### src/rtl/catzip_pkg.sv
// Shared ASCII constants and dumper state encoding for the ROM hex dumper.
// The PREFIX state only exists when CATZIP_DUMP_ADDR_PREFIX_EN is defined.
package catzip_pkg;

  localparam logic [7:0] CHR_SPACE = 8'h20;
  localparam logic [7:0] CHR_CR    = 8'h0D;
  localparam logic [7:0] CHR_LF    = 8'h0A;
  localparam logic [7:0] CHR_COLON = 8'h3A;
  localparam logic [7:0] CHR_ZERO  = 8'h30;
  localparam logic [7:0] CHR_A     = 8'h41;

  typedef enum logic [3:0] {
    ST_IDLE,
    ST_FETCH,
    ST_EMIT,
    ST_ACK1,
    ST_ACK,
    ST_SEP,
    ST_LF,
    ST_DONE
`ifdef CATZIP_DUMP_ADDR_PREFIX_EN
    , ST_PREFIX
`endif
  } dump_state_e;

endpackage

### src/rtl/rom_hex_dumper_if.sv
// ROM-side and UART-side signals of the hex dumper, bundled for the top-level port.
interface rom_hex_dumper_if #(
  parameter int ADDR_WIDTH = 12,
  parameter int DATA_WIDTH = 16
);
  logic                  start;
  logic [ADDR_WIDTH-1:0] first_addr;
  logic [ADDR_WIDTH-1:0] last_addr;
  logic [ADDR_WIDTH-1:0] rom_addr;
  logic [DATA_WIDTH-1:0] rom_data;
  logic [7:0]            tx_data;
  logic                  tx_send;
  logic                  tx_busy;
  logic                  busy;
  logic                  done;

  modport slave (
    input  start, first_addr, last_addr, rom_data, tx_busy,
    output rom_addr, tx_data, tx_send, busy, done
  );

  modport master (
    output start, first_addr, last_addr, rom_data, tx_busy,
    input  rom_addr, tx_data, tx_send, busy, done
  );
endinterface

### src/rtl/hex_ascii.sv
// Combinational nibble to uppercase ASCII hex digit ('0'-'9', 'A'-'F').
module hex_ascii
  import catzip_pkg::*;
(
  input  logic [3:0] nib_i,
  output logic [7:0] chr_o
);
  always_comb begin
    if (nib_i < 4'd10) chr_o = CHR_ZERO + {4'd0, nib_i};
    else               chr_o = CHR_A + {4'd0, nib_i} - 8'd10;
  end
endmodule

### src/rtl/rom_hex_dumper.sv
// Dumps a ROM address range as uppercase ASCII hex words over a UART byte interface.
// Optional per-line address prefix ("AAA: ") enabled by CATZIP_DUMP_ADDR_PREFIX_EN.
module rom_hex_dumper
  import catzip_pkg::*;
#(
  parameter int ADDR_WIDTH     = 12,
  parameter int DATA_WIDTH     = 16,
  parameter int WORDS_PER_LINE = 8
) (
  input logic           clk,
  input logic           rst_n,
  rom_hex_dumper_if.slave bus
);
  localparam int DIGITS = DATA_WIDTH / 4;
  localparam int NIB_W  = (DIGITS > 1) ? $clog2(DIGITS) : 1;
  localparam logic [NIB_W-1:0] NIB_TOP   = NIB_W'(DIGITS - 1);
  localparam logic [7:0]       LINE_LAST = 8'(WORDS_PER_LINE - 1);

  dump_state_e           state_q, state_d, ret_q, ret_d;
  logic [ADDR_WIDTH-1:0] addr_q, last_q;
  logic [DATA_WIDTH-1:0] word_q;
  logic [NIB_W-1:0]      nib_q;
  logic [7:0]            line_q, tx_data_q, send_byte, word_chr;
  logic                  tx_send_q, send_fire, at_last, line_full;

  assign at_last      = (addr_q == last_q);
  assign line_full    = (line_q == LINE_LAST);
  assign bus.rom_addr = addr_q;
  assign bus.tx_data  = tx_data_q;
  assign bus.tx_send  = tx_send_q;

  hex_ascii u_word_chr (.nib_i(word_q[DATA_WIDTH-1 -: 4]), .chr_o(word_chr));

`ifdef CATZIP_DUMP_ADDR_PREFIX_EN
  localparam int PFX_DIGITS = (ADDR_WIDTH + 3) / 4;
  localparam int PFX_BITS   = 4 * PFX_DIGITS;
  localparam int PFX_W      = $clog2(PFX_DIGITS + 2);
  localparam logic [PFX_W-1:0] PFX_COLON = PFX_W'(PFX_DIGITS);
  localparam logic [PFX_W-1:0] PFX_LAST  = PFX_W'(PFX_DIGITS + 1);

  logic [PFX_W-1:0]    pfx_q;
  logic [PFX_BITS-1:0] addr_pad, addr_shift;
  logic [7:0]          addr_chr;

  // Digit index walks most-significant first; colon and space follow the digits.
  assign addr_pad   = PFX_BITS'(addr_q);
  assign addr_shift = addr_pad >> (4 * (PFX_DIGITS - 1 - int'(pfx_q)));

  hex_ascii u_addr_chr (.nib_i(addr_shift[3:0]), .chr_o(addr_chr));
`endif

  always_ff @(posedge clk) begin
    if (!rst_n) begin
      state_q <= ST_IDLE;
      ret_q   <= ST_IDLE;
    end else begin
      state_q <= state_d;
      ret_q   <= ret_d;
    end
  end

  // Every byte goes out through ACK1 (UART busy not yet visible) then ACK.
  always_comb begin
    state_d = state_q;
    ret_d   = ret_q;
    case (state_q)
      ST_IDLE:  if (bus.start) state_d = ST_FETCH;
      ST_FETCH: begin
        state_d = ST_EMIT;
`ifdef CATZIP_DUMP_ADDR_PREFIX_EN
        if (line_q == 8'd0) state_d = ST_PREFIX;
`endif
      end
`ifdef CATZIP_DUMP_ADDR_PREFIX_EN
      ST_PREFIX: if (!bus.tx_busy) begin
        state_d = ST_ACK1;
        ret_d   = (pfx_q == PFX_LAST) ? ST_EMIT : ST_PREFIX;
      end
`endif
      ST_EMIT: if (!bus.tx_busy) begin
        state_d = ST_ACK1;
        ret_d   = (nib_q == '0) ? ST_SEP : ST_EMIT;
      end
      ST_ACK1:  state_d = ST_ACK;
      ST_ACK:   if (!bus.tx_busy) state_d = ret_q;
      ST_SEP: if (!bus.tx_busy) begin
        state_d = ST_ACK1;
        ret_d   = (at_last || line_full) ? ST_LF : ST_FETCH;
      end
      ST_LF: if (!bus.tx_busy) begin
        state_d = ST_ACK1;
        ret_d   = at_last ? ST_DONE : ST_FETCH;
      end
      ST_DONE:  state_d = ST_IDLE;
      default:  state_d = ST_IDLE;
    endcase
  end

  always_comb begin
    bus.busy  = (state_q != ST_IDLE);
    bus.done  = (state_q == ST_DONE);
    send_fire = 1'b0;
    send_byte = 8'h00;
    case (state_q)
`ifdef CATZIP_DUMP_ADDR_PREFIX_EN
      ST_PREFIX: begin
        send_fire = !bus.tx_busy;
        if (pfx_q == PFX_LAST)       send_byte = CHR_SPACE;
        else if (pfx_q == PFX_COLON) send_byte = CHR_COLON;
        else                         send_byte = addr_chr;
      end
`endif
      ST_EMIT: begin
        send_fire = !bus.tx_busy;
        send_byte = word_chr;
      end
      ST_SEP: begin
        send_fire = !bus.tx_busy;
        send_byte = (at_last || line_full) ? CHR_CR : CHR_SPACE;
      end
      ST_LF: begin
        send_fire = !bus.tx_busy;
        send_byte = CHR_LF;
      end
      default: ;
    endcase
  end

  always_ff @(posedge clk) begin
    if (!rst_n) begin
      addr_q    <= '0;
      last_q    <= '0;
      line_q    <= 8'd0;
      nib_q     <= '0;
      tx_data_q <= 8'h00;
      tx_send_q <= 1'b0;
`ifdef CATZIP_DUMP_ADDR_PREFIX_EN
      pfx_q     <= '0;
`endif
    end else begin
      tx_send_q <= send_fire;
      if (send_fire) tx_data_q <= send_byte;
      case (state_q)
        ST_IDLE: if (bus.start) begin
          addr_q <= bus.first_addr;
          last_q <= bus.last_addr;
          line_q <= 8'd0;
        end
        ST_FETCH: begin
          nib_q <= NIB_TOP;
`ifdef CATZIP_DUMP_ADDR_PREFIX_EN
          pfx_q <= '0;
`endif
        end
`ifdef CATZIP_DUMP_ADDR_PREFIX_EN
        ST_PREFIX: if (send_fire) pfx_q <= pfx_q + 1'b1;
`endif
        ST_EMIT: if (send_fire) nib_q <= nib_q - 1'b1;
        // The address advances with the last separator byte of a word.
        ST_SEP: if (send_fire && !at_last) begin
          if (line_full) begin
            line_q <= 8'd0;
          end else begin
            line_q <= line_q + 8'd1;
            addr_q <= addr_q + 1'b1;
          end
        end
        ST_LF: if (send_fire && !at_last) addr_q <= addr_q + 1'b1;
        default: ;
      endcase
    end
  end

  always_ff @(posedge clk) begin
    if (state_q == ST_FETCH)                  word_q <= bus.rom_data;
    else if (state_q == ST_EMIT && send_fire) word_q <= word_q << 4;
  end
endmodule

### src/flat_wrapper.sv
// flat-port wrapper written by rule: the top's interface ports become plain ports
module rom_hex_dumper_flat import catzip_pkg::*;
#(
  parameter int ADDR_WIDTH     = 12,
  parameter int DATA_WIDTH     = 16,
  parameter int WORDS_PER_LINE = 8
)
  (clk, rst_n, bus_start, bus_first_addr, bus_last_addr, bus_rom_data, bus_tx_busy, bus_rom_addr, bus_tx_data, bus_tx_send, bus_busy, bus_done);
  rom_hex_dumper_if #(.ADDR_WIDTH(ADDR_WIDTH), .DATA_WIDTH(DATA_WIDTH)) bus_i ();
  input logic clk;
  input logic rst_n;
  input wire logic [$bits(bus_i.start)-1:0] bus_start;
  input wire logic [$bits(bus_i.first_addr)-1:0] bus_first_addr;
  input wire logic [$bits(bus_i.last_addr)-1:0] bus_last_addr;
  input wire logic [$bits(bus_i.rom_data)-1:0] bus_rom_data;
  input wire logic [$bits(bus_i.tx_busy)-1:0] bus_tx_busy;
  output wire logic [$bits(bus_i.rom_addr)-1:0] bus_rom_addr;
  output wire logic [$bits(bus_i.tx_data)-1:0] bus_tx_data;
  output wire logic [$bits(bus_i.tx_send)-1:0] bus_tx_send;
  output wire logic [$bits(bus_i.busy)-1:0] bus_busy;
  output wire logic [$bits(bus_i.done)-1:0] bus_done;
  assign bus_i.start = bus_start;
  assign bus_i.first_addr = bus_first_addr;
  assign bus_i.last_addr = bus_last_addr;
  assign bus_i.rom_data = bus_rom_data;
  assign bus_i.tx_busy = bus_tx_busy;
  assign bus_rom_addr = bus_i.rom_addr;
  assign bus_tx_data = bus_i.tx_data;
  assign bus_tx_send = bus_i.tx_send;
  assign bus_busy = bus_i.busy;
  assign bus_done = bus_i.done;
  rom_hex_dumper #(.ADDR_WIDTH(ADDR_WIDTH), .DATA_WIDTH(DATA_WIDTH), .WORDS_PER_LINE(WORDS_PER_LINE)) u_core (.clk(clk), .rst_n(rst_n), .bus(bus_i));
endmodule
### config.mk
export PLATFORM = sky130hd
export DESIGN_NAME = rom_hex_dumper_flat
export DESIGN_NICKNAME = d
export VERILOG_FILES = /design/src/rtl/catzip_pkg.sv /design/src/rtl/rom_hex_dumper_if.sv /design/src/rtl/hex_ascii.sv /design/src/rtl/rom_hex_dumper.sv /design/src/flat_wrapper.sv
export SDC_FILE = /design/constraint.sdc
export NUM_CORES = 1
export LEC_CHECK = 0
export CORE_MARGIN = 10
export CORE_UTILIZATION = 35
export DETAILED_ROUTE_END_ITERATION = 6
export GPL_TIMING_DRIVEN = 0
export PLACE_DENSITY = 0.55
export SETUP_SLACK_MARGIN = 0.3
export SLEW_MARGIN = 20
export SYNTH_ARGS = -nofsm -noshare
export SYNTH_HDL_FRONTEND = slang
export SYNTH_SLANG_ARGS = --single-unit
### constraint.sdc
create_clock -name clk -period 2.8 [get_ports clk]
set_input_delay 0.56 -clock clk [delete_from_list [all_inputs] [get_ports clk]]
set_output_delay 0.56 -clock clk [all_outputs]
set_load 0.005 [all_outputs]
==> results of run 1 <==
-- per-stage QoR --
step	total power [mW]	instance area, um2
after CTS	2.37	4340
final	2.34	4350
after detailed placement	1.55	4140
after floorplan	1.35	3340
after global placement	1.55	4140
after global routing	2.46	4350
-- power groups by stage --
stage                     Combinational [mW]  Clock, mW  Sequential (mW)
after floorplan                        0.256          0             1.09
after detailed placement               0.445          0             1.11
after CTS                              0.447      0.832             1.09
after global placement                 0.439          0             1.11
after global routing                   0.494      0.873             1.10
final                                  0.445      0.809             1.09
-- critical path, cell delays in order (launching register included) --
cell and delay, ns:
dfxtp_1 0.41, buf_2 0.25, nand2_1 0.15, nor2_1 0.11, clkdlybuf4s50_1 0.51
-- final cells by class --
type                       count  area, um2
multi-input combinational    278       1770
sequential                    64       1440
buffer                        22        101
inverter                      10       37.5
fill                         928       4940
clock inverter                 6       68.8
tap                          129        161
timing repair buffer          64        641
clock buffer                  10        128
-- worst max-delay path by stage --
stage / end / slack (ns) / cells after the start
2_1_floorplan: u_core.word_q[0] / 0.81 / 5
3_3_place_gp: u_core.word_q[5] / 0.06 / 5
3_5_place_dp: u_core.word_q[1] / 0.04 / 5
4_1_cts: u_core.word_q[8] / 0.30 / 5
5_1_grt: u_core.line_q[3] / 0.33 / 6
6_report: bus_done / 0.46 / 4
-- per-layer routing --
metal / track usage / vias to the layer above
li1: - / 1537
met1: 0.178 / 1464
met2: 0.233 / 86
met3: 0.0460 / 12
met4: 0.0510 / 0
met5: 0 / -
-- kinds of logic (layout without fill, tap and decap cells) --
| kind of cell | count (synthesis) | after routing | share of synthesized area |
|---|---|---|---|
| simple gates | 140 | 140 | 0.218 |
| buf+inv | 32 | 112 | 0.0412 |
| xor+xnor | 15 | 15 | 0.0393 |
| fa+ha+maj | 4 | 4 | 0.0150 |
| mux | 17 | 17 | 0.0558 |
| compound gates | 101 | 101 | 0.199 |
| other cells | 1 | 1 | 0.00112 |
| flops | 64 | 64 | 0.431 |
-- flip-flops by register name, indices dropped and copies added (netlist names) --
register,cells
u_core.word_q,16
u_core.line_q,8
u_core.ret_q,3
u_core.bus.tx_send,1
u_core.bus.rom_addr,12
u_core.state_q,3
u_core.bus.tx_data,7
u_core.last_q,12
u_core.nib_q,2
-- placed cells by master (no fill, tap or decap), types with 12 or more instances in the layout --
master / instances
a21oi_1: 29
clkbuf_1: 14
clkdlybuf4s50_1: 64
dfxtp_1: 48
edfxtp_1: 16
mux2_2: 13
nand2_1: 44
nand3_1: 14
nor2_1: 24
o21ai_0: 16
xor2_1: 12
==> impl_metrics.yaml, run 1 <==
timing:
  hold_viol: 0
  whs_ns: 0.469
  period_minus_slack_ns: 2.34
  final_max_slew_viol_count: 0
  setup_ws_ns: 0.464
  fmaxAchievable_mhz: 428
  setup_violations: 0
  fin_crit_sh: 0.834
  tns_ns: 0
  maxSlewHeadroom: 0.463
  skew_ns: 0.00843
  worst_pin_slew_ns: 0.799
  rsz0062_at_grt: "false"
pwr:
  power.density_nw_per_um2: 539
  switchingPower_uw: 681
  leakage_nw: 1.61
  power.clock.fraction: 0.345
  p_comb_frac: 0.190
  p_int_mw: 1.66
  ir_drop_mv: 0.274
  p_sw_frac: 0.291
  p_seq_frac: 0.465
detailed_routing:
  wl_met1_um: 4660
  drt-wirelength-per-cell_um: 17.0
  drt-total-wl_um: 9920
  wl_met3_um: 565
  routed_via_density: 5.32
  drt-pass1-iter-count: 4
  first_iter_violations: 130
  top_layer_used: "met4"
  vias: 3099
  drc: 0
  route.met2.wl_um: 4570
  ant_nets: 0
floorplanning:
  rows: 35
  fp.dieW_um: 118
  die_h_um: 118
  die_area_um2: 13900
  io_pins: 67
  start_util: 0.360
  core_um2: 9280
status:
  status: "complete, no violations"
placed_design:
  port_buffers: 64
  dp.cells: 567
  gp_congestion: 0.862
  place_hpwl_um: 7410
  pre_cts_ws_ns: 0.0444
logic_synthesis:
  synth_seq_area_share: 0.431
  yosysUniqueCellTypes: 58
  ys_warn_count: 0
  netlist_area_um2: 3340
  synth_top_cell_by_area: "dfxtp_1"
  syn_inst: 374
  synth_commonest_cells: "dfxtp_1, nand2_1, a21oi_1"
  synth_edf_count: 16
  ys.flop_type: "dfxtp_1"
  synthTopCellsByArea: "dfxtp_1, edfxtp_1, nand2_1"
  synthArstFlopShare: 0
  avgSynthCellArea_um2: 8.93
  synth_seq_cells: 64
  synth_nets: 422
  yosysMostFrequentCell: "dfxtp_1"
  synth.top_cell.area_share: 0.288
run:
  max_cap_violations: 0
global_routing:
  antenna_found_initial: 0
  grt_usage: 0.145
  grt_overflow: 0
  grt_pass1_vias: 3205
  grt_max_degree: 17
  grt_first_pass_wirelength_um: 16700
cts:
  clock-root-buffer: "clkbuf_8"
  numCtsBuffers: 9
  path_clk_slew_ns: 0.08
  ctsHtreeMaxLevel: 3
  cts_tree: "built"
  cts.repair.resized: 1
  clockBufferDepth: 2
  cts_sinks: 64
  post_cts_buffers: 0
  insertion_delay_ns: 0.35
  hold_buffers: 0
worst_setup_path:
  crit_fanout: 10
  r2r_start: "u_core.state_q[1]"
  r2r_cells: 5
  reg2reg_slack_ns: 0.58
  crit_arrival_ns: 1.78
  crit_type: "register to output port"
  crit_path_end_kind: "output port"
  worstPathRequired_ns: 2.24
  cp-start-kind: "register"
  crit_path_start: "u_core.state_q[0]"
  rr_endpoint: "u_core.word_q[13]"
finish:
  utilization: 0.468
  fin_nets: 497
  antenna_cells: 0
  syn2layout_area_growth_pct: 30.1
  final_layout_size_suffix_gt1_frac: 0.0991
  instances_no_fill: 583
worst_hold_path:
  min_path_cells: 2
  hold_class: "register to register"
  hold_end: "u_core.last_q[8]"
  min_from: "u_core.last_q[8]"
(Power assumes the default switching activity.)
==> inputs of run 2 (changes only) <==
Clock period 2.8 ns to 2.2 ns, I/O delays scaled along.
==> run 2 against run 1 <==
Against the previous run: flip-flop and latch count unchanged; sequential share of layout area down 1.4 points; count of clock-buffer cells in the layout unchanged; clock skew up 0.0036 ns; final cell count up 2.2%; wire length up 1.9%; critical endpoint is now u_core.bus.rom_addr[1]; largest cell class unchanged; critical path depth up 2.
==> impl_metrics.yaml, run 2 (same netlist as run 1, synthesis figures left out) <==
finish:
  largest_register_ffs: 16
  nFillCells: 940
  final_layout_size_suffix_gt1_frac: 0.203
  antenna_cells: 0
  fin_nets: 510
  top_register: "u_core.word_q"
  syn2layout_area_growth_pct: 37.8
  layout_commonest_cell: "clkdlybuf4s50_1"
  most-common-layout-cells: "clkdlybuf4s50_1, nand2_1, dfxtp_1"
  utilization: 0.496
placed_design:
  place_hpwl_um: 7450
  port_buffers: 64
  gp_congestion: 0.864
floorplanning:
  core_um2: 9280
  rows: 35
  die_h_um: 118
  fp.dieW_um: 118
  die_area_um2: 13900
  io_pins: 67
  start_util: 0.360
detailed_routing:
  ant_nets: 0
  routed_via_density: 5.33
  drc: 0
  vias: 3176
  drt-wirelength-per-cell_um: 17.0
  first_iter_violations: 194
  drt-total-wl_um: 10100
  drt-pass1-iter-count: 4
worst_setup_path:
  crit_fanout: 10
  cp-start-kind: "register"
  r2r_start: "u_core.line_q[4]"
  reg2reg_slack_ns: 0.33
  worstPathRequired_ns: 2.47
  rr_endpoint: "u_core.bus.rom_addr[1]"
  crit_arrival_ns: 2.14
  crit_path_end_kind: "register"
  r2r_cells: 6
  crit_type: "register to register"
timing:
  maxSlewHeadroom: 0.574
  fin_crit_sh: 0.852
  final_max_slew_viol_count: 0
  rsz0062_at_grt: "true"
  hold_viol: 0
  fmaxAchievable_mhz: 533
  skew_ns: 0.0120
  tns_ns: 0
  worst_pin_slew_ns: 0.639
  period_minus_slack_ns: 1.87
  setup_violations: 0
global_routing:
  grt_usage: 0.144
  antenna_found_initial: 0
  grt_overflow: 0
  grt_pass1_vias: 3154
  grt_first_pass_wirelength_um: 16400
  grt_max_degree: 17
status:
  status: "complete, no violations"
worst_hold_path:
  min_from: "u_core.line_q[0]"
  min_path_cells: 1
  hold_class: "register to register"
  hold_end: "u_core.line_q[0]"
run:
  max_cap_violations: 0
cts:
  ctsHtreeMaxLevel: 3
  clock-root-buffer: "clkbuf_8"
  cts_sinks: 64
  hold_buffers: 0
  clockBufferDepth: 2
  cts_tree: "built"
  numCtsBuffers: 9
  path_clk_slew_ns: 0.07
  insertion_delay_ns: 0.35
pwr:
  power.density_nw_per_um2: 654
  leakage_nw: 1.73
  p_total_mw: 3.01
  ir_drop_mv: 0.352
==> run 2: changes by cell type in the layout (fill, tap and decap cells not counted), sizes merged, moves of 2 or more <==
| cell | change |
|---|---|
| clkbuf | -2 |
| clkdlybuf4s50 | -2 |
| buf | +14 |
| inv | -2 |
| dlygate4sd2 | +2 |
==> run 2: worst max-delay path: stages (launching register included) <==
cell     delay (ns)
dfxtp_1        0.34
or4_4          0.58
nor3_4         0.21
nor3_2         0.08
a21oi_2        0.21
buf_6          0.18
mux2i_1        0.19
==> run 2: how the worst max path moves through the flow <==
stage / start / endpoint / slack (ns) / cells after the start
2_1_floorplan: u_core.state_q[1] / u_core.word_q[0] / 0.40 / 5
3_3_place_gp: bus_start / u_core.line_q[7] / -0.35 / 6
3_5_place_dp: bus_start / u_core.line_q[3] / -0.36 / 6
4_1_cts: u_core.line_q[0] / u_core.bus.rom_addr[4] / 0.30 / 7
5_1_grt: u_core.state_q[1] / u_core.bus.rom_addr[1] / 0.25 / 7
6_report: u_core.line_q[4] / u_core.bus.rom_addr[1] / 0.33 / 6
==> run 2: cell type report <==
type	count	area (um2)	share of cell area
Inverter	10	41.3	0.00897
Tap cell	129	161	0.0351
Clock inverter	6	60.1	0.0130
Sequential cell	64	1460	0.318
Timing Repair Buffer	76	732	0.159
Clock buffer	10	128	0.0277
Buffer	22	146	0.0318
Multi-Input combinational cell	279	1870	0.406
==> run 2: stage by stage <==
stage / std cells / instance area [um2] / setup slack [ns] / hold slack [ns]
2_1_floorplan: 374 / 3340 / 0.401 / 0.438
3_3_place_gp: 567 / 4150 / -0.355 / 0.458
3_5_place_dp: 567 / 4150 / -0.357 / 0.460
4_1_cts: 591 / 4480 / 0.302 / 0.472
5_1_grt: 596 / 4600 / 0.246 / 0.489
6_report: 596 / 4600 / 0.325 / 0.464
==> run 2: what timing repair did <==
action | CTS | global route
resized for setup | 37 | 35
pin swaps | 3 | 3
setup buffers | 8 | 4
setup endpoints to repair | 63 | 45
hold endpoints to repair | 0 | 0
cloned | 0 | 1
==> run 2: where the power goes <==
part	internal, mW	switching (mW)
Combinational	0.320	0.311
Sequential	1.31	0.0806
Clock	0.518	0.472
==> run 2: layer usage <==
layer	track usage	up-vias	share of wire
met4	0.0440	0	0.012
li1	-	1559	-
met5	0	-	0
met1	0.182	1526	0.47
met2	0.229	80	0.47
met3	0.0403	11	0.051
